<file path="config.mk">
export PLATFORM = sky130hd
export DESIGN_NAME = gtxe2_chnl_cpll_lockdet
export DESIGN_NICKNAME = d
export VERILOG_FILES = /design/src/rtl/gtxe2_chnl_cpll_lockdet_pkg.sv /design/src/rtl/gtxe2_chnl_cpll_lockdet_edge_sync.sv /design/src/rtl/gtxe2_chnl_cpll_lockdet.sv
export SDC_FILE = /design/constraint.sdc
export NUM_CORES = 1
export LEC_CHECK = 0
export CORE_ASPECT_RATIO = 0.9
export CORE_MARGIN = 3
export CORE_UTILIZATION = 60
export DETAILED_ROUTE_END_ITERATION = 10
export PLACE_DENSITY = 0.77
export SLEW_MARGIN = 0
export SYNTH_ARGS = -nofsm -noshare
export SYNTH_HDL_FRONTEND = slang
export SYNTH_SLANG_ARGS = --single-unit
</file>
<file path="constraint.sdc">
create_clock -name clk -period 5.9 [get_ports clk]
set_input_delay 1.18 -clock clk [delete_from_list [all_inputs] [get_ports clk]]
set_output_delay 1.18 -clock clk [all_outputs]
set_load 0.02 [all_outputs]
</file>
<file path="src/rtl/gtxe2_chnl_cpll_lockdet_pkg.sv">
// Shared types and width helpers for the GTXE2 CPLL lock detector.
package gtxe2_chnl_cpll_lockdet_pkg;

    // Lock detector FSM states
    typedef enum logic [1:0] {
        ST_OFF     = 2'd0,
        ST_ACQUIRE = 2'd1,
        ST_LOCKED  = 2'd2
    } lockdet_state_e;

    // Headroom above the edge counter width for the ref*FB_MULT product
    localparam int unsigned CMP_PAD_W = 8;

    // Width used for the window evaluation arithmetic
    function automatic int unsigned cmp_width(input int unsigned cnt_w);
        return cnt_w + CMP_PAD_W;
    endfunction

endpackage

</file>
<file path="src/rtl/gtxe2_chnl_cpll_lockdet_edge_sync.sv">
// Two-flop synchronizer plus registered rising-edge pulse for a slow async clock.
module gtxe2_chnl_cpll_lockdet_edge_sync (
    input  logic clk,
    input  logic rst_n,
    input  logic i_async,
    output logic o_rise
);

    logic r_meta;
    logic r_sync;
    logic r_sync_d;
    logic r_rise;

    // Synchronize, delay once, and register the rising-edge detect
    always_ff @(posedge clk or negedge rst_n) begin
        if (!rst_n) begin
            r_meta   <= 1'b0;
            r_sync   <= 1'b0;
            r_sync_d <= 1'b0;
            r_rise   <= 1'b0;
        end else begin
            r_meta   <= i_async;
            r_sync   <= r_meta;
            r_sync_d <= r_sync;
            r_rise   <= r_sync & ~r_sync_d;
        end
    end

    assign o_rise = r_rise;

endmodule

</file>
<file path="src/rtl/gtxe2_chnl_cpll_lockdet.sv">
// CPLL lock detector: compares divided ref/fb edge counts over fixed windows.
module gtxe2_chnl_cpll_lockdet
    import gtxe2_chnl_cpll_lockdet_pkg::*;
#(
    parameter int unsigned WINDOW       = 256,
    parameter int unsigned CNT_W        = 16,
    parameter int unsigned FB_MULT      = 1,
    parameter int unsigned TOL          = 2,
    parameter int unsigned LOCK_WINDOWS = 4
) (
    input  logic clk,
    input  logic rst_n,
    input  logic lock_en,
    input  logic pd,
    input  logic ref_div,
    input  logic fb_div,
    output logic lock,
    output logic refclk_lost,
    output logic fbclk_lost,
    output logic window_done
);

    localparam int unsigned WIN_W  = (WINDOW > 1) ? $clog2(WINDOW) : 1;
    localparam int unsigned CMP_W  = cmp_width(CNT_W);
    localparam int unsigned GOOD_W = $clog2(LOCK_WINDOWS + 1);

    localparam logic [WIN_W-1:0] WIN_LAST = WIN_W'(WINDOW - 1);
    localparam logic [CNT_W-1:0] CNT_MAX  = '1;

    lockdet_state_e      r_state;
    logic [WIN_W-1:0]    r_win_cnt;
    logic [CNT_W-1:0]    r_ref_cnt;
    logic [CNT_W-1:0]    r_fb_cnt;
    logic [GOOD_W-1:0]   r_good_cnt;
    logic                r_lock;
    logic                r_refclk_lost;
    logic                r_fbclk_lost;
    logic                r_window_done;

    logic                w_ref_edge;
    logic                w_fb_edge;
    logic                w_run_en;
    logic                w_win_end;
    logic [CNT_W-1:0]    w_ref_tot;
    logic [CNT_W-1:0]    w_fb_tot;
    logic [CMP_W-1:0]    w_ref_ext;
    logic [CMP_W-1:0]    w_fb_ext;
    logic [CMP_W-1:0]    w_exp;
    logic [CMP_W-1:0]    w_diff;
    logic                w_ref_zero;
    logic                w_fb_zero;
    logic                w_good;
    logic [GOOD_W-1:0]   w_good_next;
    logic                w_good_full;

    gtxe2_chnl_cpll_lockdet_edge_sync u_ref_sync (
        .clk     (clk),
        .rst_n   (rst_n),
        .i_async (ref_div),
        .o_rise  (w_ref_edge)
    );

    gtxe2_chnl_cpll_lockdet_edge_sync u_fb_sync (
        .clk     (clk),
        .rst_n   (rst_n),
        .i_async (fb_div),
        .o_rise  (w_fb_edge)
    );

    assign w_run_en  = lock_en & ~pd;
    assign w_win_end = (r_win_cnt == WIN_LAST);

    // Saturating counts including the current cycle's edge pulses
    assign w_ref_tot = (w_ref_edge && (r_ref_cnt != CNT_MAX)) ? r_ref_cnt + CNT_W'(1) : r_ref_cnt;
    assign w_fb_tot  = (w_fb_edge  && (r_fb_cnt  != CNT_MAX)) ? r_fb_cnt  + CNT_W'(1) : r_fb_cnt;

    // Window evaluation in widened unsigned arithmetic
    assign w_ref_ext  = CMP_W'(w_ref_tot);
    assign w_fb_ext   = CMP_W'(w_fb_tot);
    assign w_exp      = w_ref_ext * CMP_W'(FB_MULT);
    assign w_diff     = (w_fb_ext >= w_exp) ? (w_fb_ext - w_exp) : (w_exp - w_fb_ext);
    assign w_ref_zero = (w_ref_tot == '0);
    assign w_fb_zero  = (w_fb_tot == '0);
    assign w_good     = !w_ref_zero && !w_fb_zero && (w_diff <= CMP_W'(TOL));

    assign w_good_next = r_good_cnt + GOOD_W'(1);
    assign w_good_full = (w_good_next == GOOD_W'(LOCK_WINDOWS));

    // Window counters, evaluation and lock FSM with registered outputs
    always_ff @(posedge clk or negedge rst_n) begin
        if (!rst_n) begin
            r_state       <= ST_OFF;
            r_win_cnt     <= '0;
            r_ref_cnt     <= '0;
            r_fb_cnt      <= '0;
            r_good_cnt    <= '0;
            r_lock        <= 1'b0;
            r_refclk_lost <= 1'b0;
            r_fbclk_lost  <= 1'b0;
            r_window_done <= 1'b0;
        end else begin
            r_window_done <= 1'b0;
            if (!w_run_en) begin
                // Disable wins over everything, including a window end this cycle
                r_state       <= ST_OFF;
                r_win_cnt     <= '0;
                r_ref_cnt     <= '0;
                r_fb_cnt      <= '0;
                r_good_cnt    <= '0;
                r_lock        <= 1'b0;
                r_refclk_lost <= 1'b0;
                r_fbclk_lost  <= 1'b0;
            end else begin
                case (r_state)
                    ST_OFF: begin
                        r_state    <= ST_ACQUIRE;
                        r_win_cnt  <= '0;
                        r_ref_cnt  <= '0;
                        r_fb_cnt   <= '0;
                        r_good_cnt <= '0;
                    end
                    ST_ACQUIRE, ST_LOCKED: begin
                        if (w_win_end) begin
                            r_win_cnt     <= '0;
                            r_ref_cnt     <= '0;
                            r_fb_cnt      <= '0;
                            r_window_done <= 1'b1;
                            r_refclk_lost <= w_ref_zero;
                            r_fbclk_lost  <= !w_ref_zero && w_fb_zero;
                            if (r_state == ST_ACQUIRE) begin
                                if (!w_good) begin
                                    r_good_cnt <= '0;
                                end else if (w_good_full) begin
                                    r_state    <= ST_LOCKED;
                                    r_lock     <= 1'b1;
                                    r_good_cnt <= '0;
                                end else begin
                                    r_good_cnt <= w_good_next;
                                end
                            end else if (!w_good) begin
                                r_state    <= ST_ACQUIRE;
                                r_lock     <= 1'b0;
                                r_good_cnt <= '0;
                            end
                        end else begin
                            r_win_cnt <= r_win_cnt + WIN_W'(1);
                            r_ref_cnt <= w_ref_tot;
                            r_fb_cnt  <= w_fb_tot;
                        end
                    end
                    default: begin
                        r_state <= ST_OFF;
                        r_lock  <= 1'b0;
                    end
                endcase
            end
        end
    end

    assign lock        = r_lock;
    assign refclk_lost = r_refclk_lost;
    assign fbclk_lost  = r_fbclk_lost;
    assign window_done = r_window_done;

endmodule
</file>
==> impl_metrics.json <==
{
  "yosysWarningCount": 0,
  "clock_power_share": 0.459,
  "grt_pass1_wl_mm": 24.9,
  "critPathKind": "flip-flop to flip-flop",
  "power_density_nw_per_um2": 153,
  "combPwrFrac": 0.098,
  "track_usage": 0.310,
  "core_um2": 8690,
  "multi_input_area_um2": 3670,
  "path_max_fanout": 10,
  "p_int_uw": 683,
  "report.final.setup_viol": 0,
  "htree_levels": 3,
  "fmax_ghz": 0.180,
  "synth_seq_area_share": 0.263,
  "synth_nets": 736,
  "min_from": "u_fb_sync.r_meta",
  "finalMaxSlewViolations": 0,
  "diodes": 0,
  "grt_setup_unrepaired": "no",
  "synth_edf_count": 0,
  "worstPathArrival_ns": 5.77,
  "grt_max_degree": 58,
  "synthCells": 687,
  "post_cts_buffers": 0,
  "first_pass_iters": 7,
  "cts_buffers": 9,
  "p_seq_frac": 0.443,
  "crit_path_start_kind": "flip-flop",
  "drt-initial-drc-count": 427,
  "async_flop_share": 1.00,
  "cts_tree": "yes",
  "drv_cap": 0,
  "timing.setup.tns_ns": 0,
  "port_buffers": 9,
  "route.detailed.drc": 0,
  "status": "complete, no violations",
  "worstReg2RegStart": "r_fb_cnt[0]",
  "antenna_found_initial": 0,
  "p_leak_uw": 0.00275,
  "ant_nets": 0,
  "p_switching_uw": 215,
  "hold_class": "flip-flop to flip-flop",
  "fp.dieW_um": 106,
  "clockRootBuffer": "clkbuf_8",
  "insertion_delay_ns": 0.36,
  "yosys_register_bits": 57,
  "synth_area_um2": 5420,
  "final.period_utilization": 0.940,
  "final_util": 0.674,
  "peakVddDrop_mv": 0.131,
  "avgViaCountPerCell": 6.50,
  "pin_count": 10,
  "drt-wirelength-per-cell_um": 19.0,
  "layout.nets": 735,
  "drt_wl_total_mm": 15.4,
  "cts.sinks": 57,
  "crit_path_end_kind": "flip-flop",
  "dominantRegCellSynth": "dfrtp_1",
  "tightestPinTransition_ns": 0.889,
  "rows": 32,
  "postCtsHoldBufs": 0,
  "swShare": 0.240,
  "gp_congestion": 0.983,
  "path_clk_slew_ns": 0.06,
  "grt_overflow": 0,
  "route.vias.total": 5250,
  "n_fill_cell": 768,
  "final-seq-area_um2": 1430,
  "start_util": 0.624,
  "hold_viol_final": 0,
  "avgSynthCellArea_um2": 7.89,
  "dieArea_um2": 10200,
  "slew_headroom": 0.406,
  "drive_above_1_share": 0.0755,
  "startpoint": "r_fb_cnt[0]",
  "area_delta_synth_final_pct": 8.08,
  "cts_buffer_depth": 2,
  "grt_pass1_vias": 4935,
  "place_hpwl_mm": 11.5,
  "fin_skew_ns": 0.0143,
  "fp.dieH_um": 96.2,
  "fin_cells": 808,
  "postCtsResizedCells": 0,
  "synth_cell_types": 69,
  "place_inst": 794,
  "fin_crit_ns": 5.55,
  "critPathRequiredTime_ns": 6.12
}
## final timing paths
check / to / slack [ns] / cells after the start
max: r_state[0] / 0.35 / 19
min: u_fb_sync.r_sync / 0.35 / 0
max reg2reg: r_state[0] / 0.35 / 19
min reg2reg: u_fb_sync.r_sync / 0.35 / 0
max in group asynchronous: r_ref_cnt[0] / 4.42 / 2
min in group asynchronous: r_ref_cnt[10] / 0.98 / 2
## cells by family after synthesis
kind of cell / after synthesis / synth area share
and+or+nand+nor: 246 / 0.234
buffers and inverters: 86 / 0.0646
xor gates and xnor gates: 57 / 0.0921
AOI/OAI and AO/OA: 190 / 0.229
muxes: 8 / 0.0152
adders and majority gates: 43 / 0.102
DFF: 57 / 0.263
## per-stage QoR
stage / hold slack, ns / worst slack, ns / cell area, um^2 / power (uW)
after detailed placement: 0.341 / 0.337 / 5620 / 490
after CTS: 0.355 / 0.310 / 5840 / 900
final: 0.350 / 0.353 / 5860 / 899
after global placement: 0.336 / 0.419 / 5620 / 489
after global routing: 0.368 / 0.000772 / 5860 / 932
after floorplan: 0.331 / 1.05 / 5420 / 461
## critical path, stage by stage (launching register included)
cell       delay [ns]
dfrtp_1          0.49
ha_1             0.31
and4_1           0.29
nand3_1          0.22
o21ai_2          0.34
nor2_1           0.11
and4_1           0.25
xor2_1           0.24
inv_1            0.10
ha_1             0.48
and3_1           0.30
a21boi_0         0.16
a2111oi_0        0.42
o211ai_1         0.15
a22oi_1          0.18
nand4_1          0.12
or3_1            0.36
a21oi_4          0.26
mux2i_1          0.29
mux2_1           0.35
## sequential cells by signal, summed over array words and instances (netlist names), 2 cells and up
signal and count:
r_win_cnt 8, r_state 2, r_good_cnt 3, r_ref_cnt 16
r_fb_cnt 16
## layout make-up
type / instances / share of cell area
Sequential cell: 57 / 0.244
Clock inverter: 3 / 0.0111
Multi-Input combinational cell: 544 / 0.626
Inverter: 47 / 0.0301
Tap cell: 119 / 0.0254
Clock buffer: 11 / 0.0258
Timing Repair Buffer: 27 / 0.0376
## layout by cell type, fill, tap and decap left out, types with 4 or more instances in the layout
| cell | synthesis | final |
|---|---|---|
| inv_1 | 47 | 47 |
| dfrtp_1 | 57 | 56 |
| nor3_1 | 18 | 16 |
| clkbuf_8 | 0 | 11 |
| nand2_1 | 74 | 74 |
| and3_1 | 5 | 5 |
| xnor2_1 | 26 | 26 |
| nor3b_1 | 4 | 4 |
| clkdlybuf4s50_1 | 0 | 8 |
| a211oi_1 | 4 | 4 |
| nand3_1 | 24 | 24 |
| nor4_1 | 7 | 7 |
| and4_1 | 5 | 5 |
| nor2_1 | 43 | 43 |
| a21o_1 | 12 | 12 |
| nor2b_1 | 9 | 9 |
| a21oi_1 | 39 | 39 |
| xor2_1 | 31 | 31 |
| o31ai_1 | 15 | 14 |
| o21a_1 | 8 | 8 |
| ha_1 | 41 | 40 |
| o21ai_0 | 60 | 60 |
| and2_1 | 10 | 10 |
| or3_1 | 4 | 4 |
| a21boi_0 | 4 | 4 |
| buf_4 | 2 | 18 |
| nand4_1 | 21 | 21 |
| o211ai_1 | 9 | 9 |
| mux2i_1 | 6 | 6 |
## synthesized netlist by cell type (15+ instances only)
| library cell | n | area [um^2] |
|---|---|---|
| nor2_1 | 43 | 161 |
| o21ai_0 | 60 | 300 |
| nor3_1 | 18 | 90.1 |
| clkbuf_1 | 22 | 82.6 |
| a21oi_1 | 39 | 195 |
| xnor2_1 | 26 | 228 |
| nand2_1 | 74 | 278 |
| dfrtp_1 | 57 | 1430 |
| inv_1 | 47 | 176 |
| ha_1 | 41 | 513 |
| nand3_1 | 24 | 120 |
| o31ai_1 | 15 | 113 |
| xor2_1 | 31 | 272 |
| nand4_1 | 21 | 131 |
## power by group through the flow
stage | logic (uW) | clock network (uW) | registers, uW
after CTS | 85.7 | 416 | 398
after detailed placement | 85.1 | 0 | 405
after global placement | 84.4 | 0 | 405
final | 87.7 | 413 | 398
after global routing | 95.8 | 438 | 398
after floorplan | 57.6 | 0 | 404
## layer usage
layer | GRT usage | vias to the layer above | share of wire
met5 | 0 | - | 0
met3 | 0.0624 | 42 | 0.073
met4 | 0.120 | 0 | 0.033
met2 | 0.493 | 252 | 0.44
met1 | 0.419 | 2509 | 0.46
li1 | - | 2447 | -
Power figures use the tool's default switching activity.
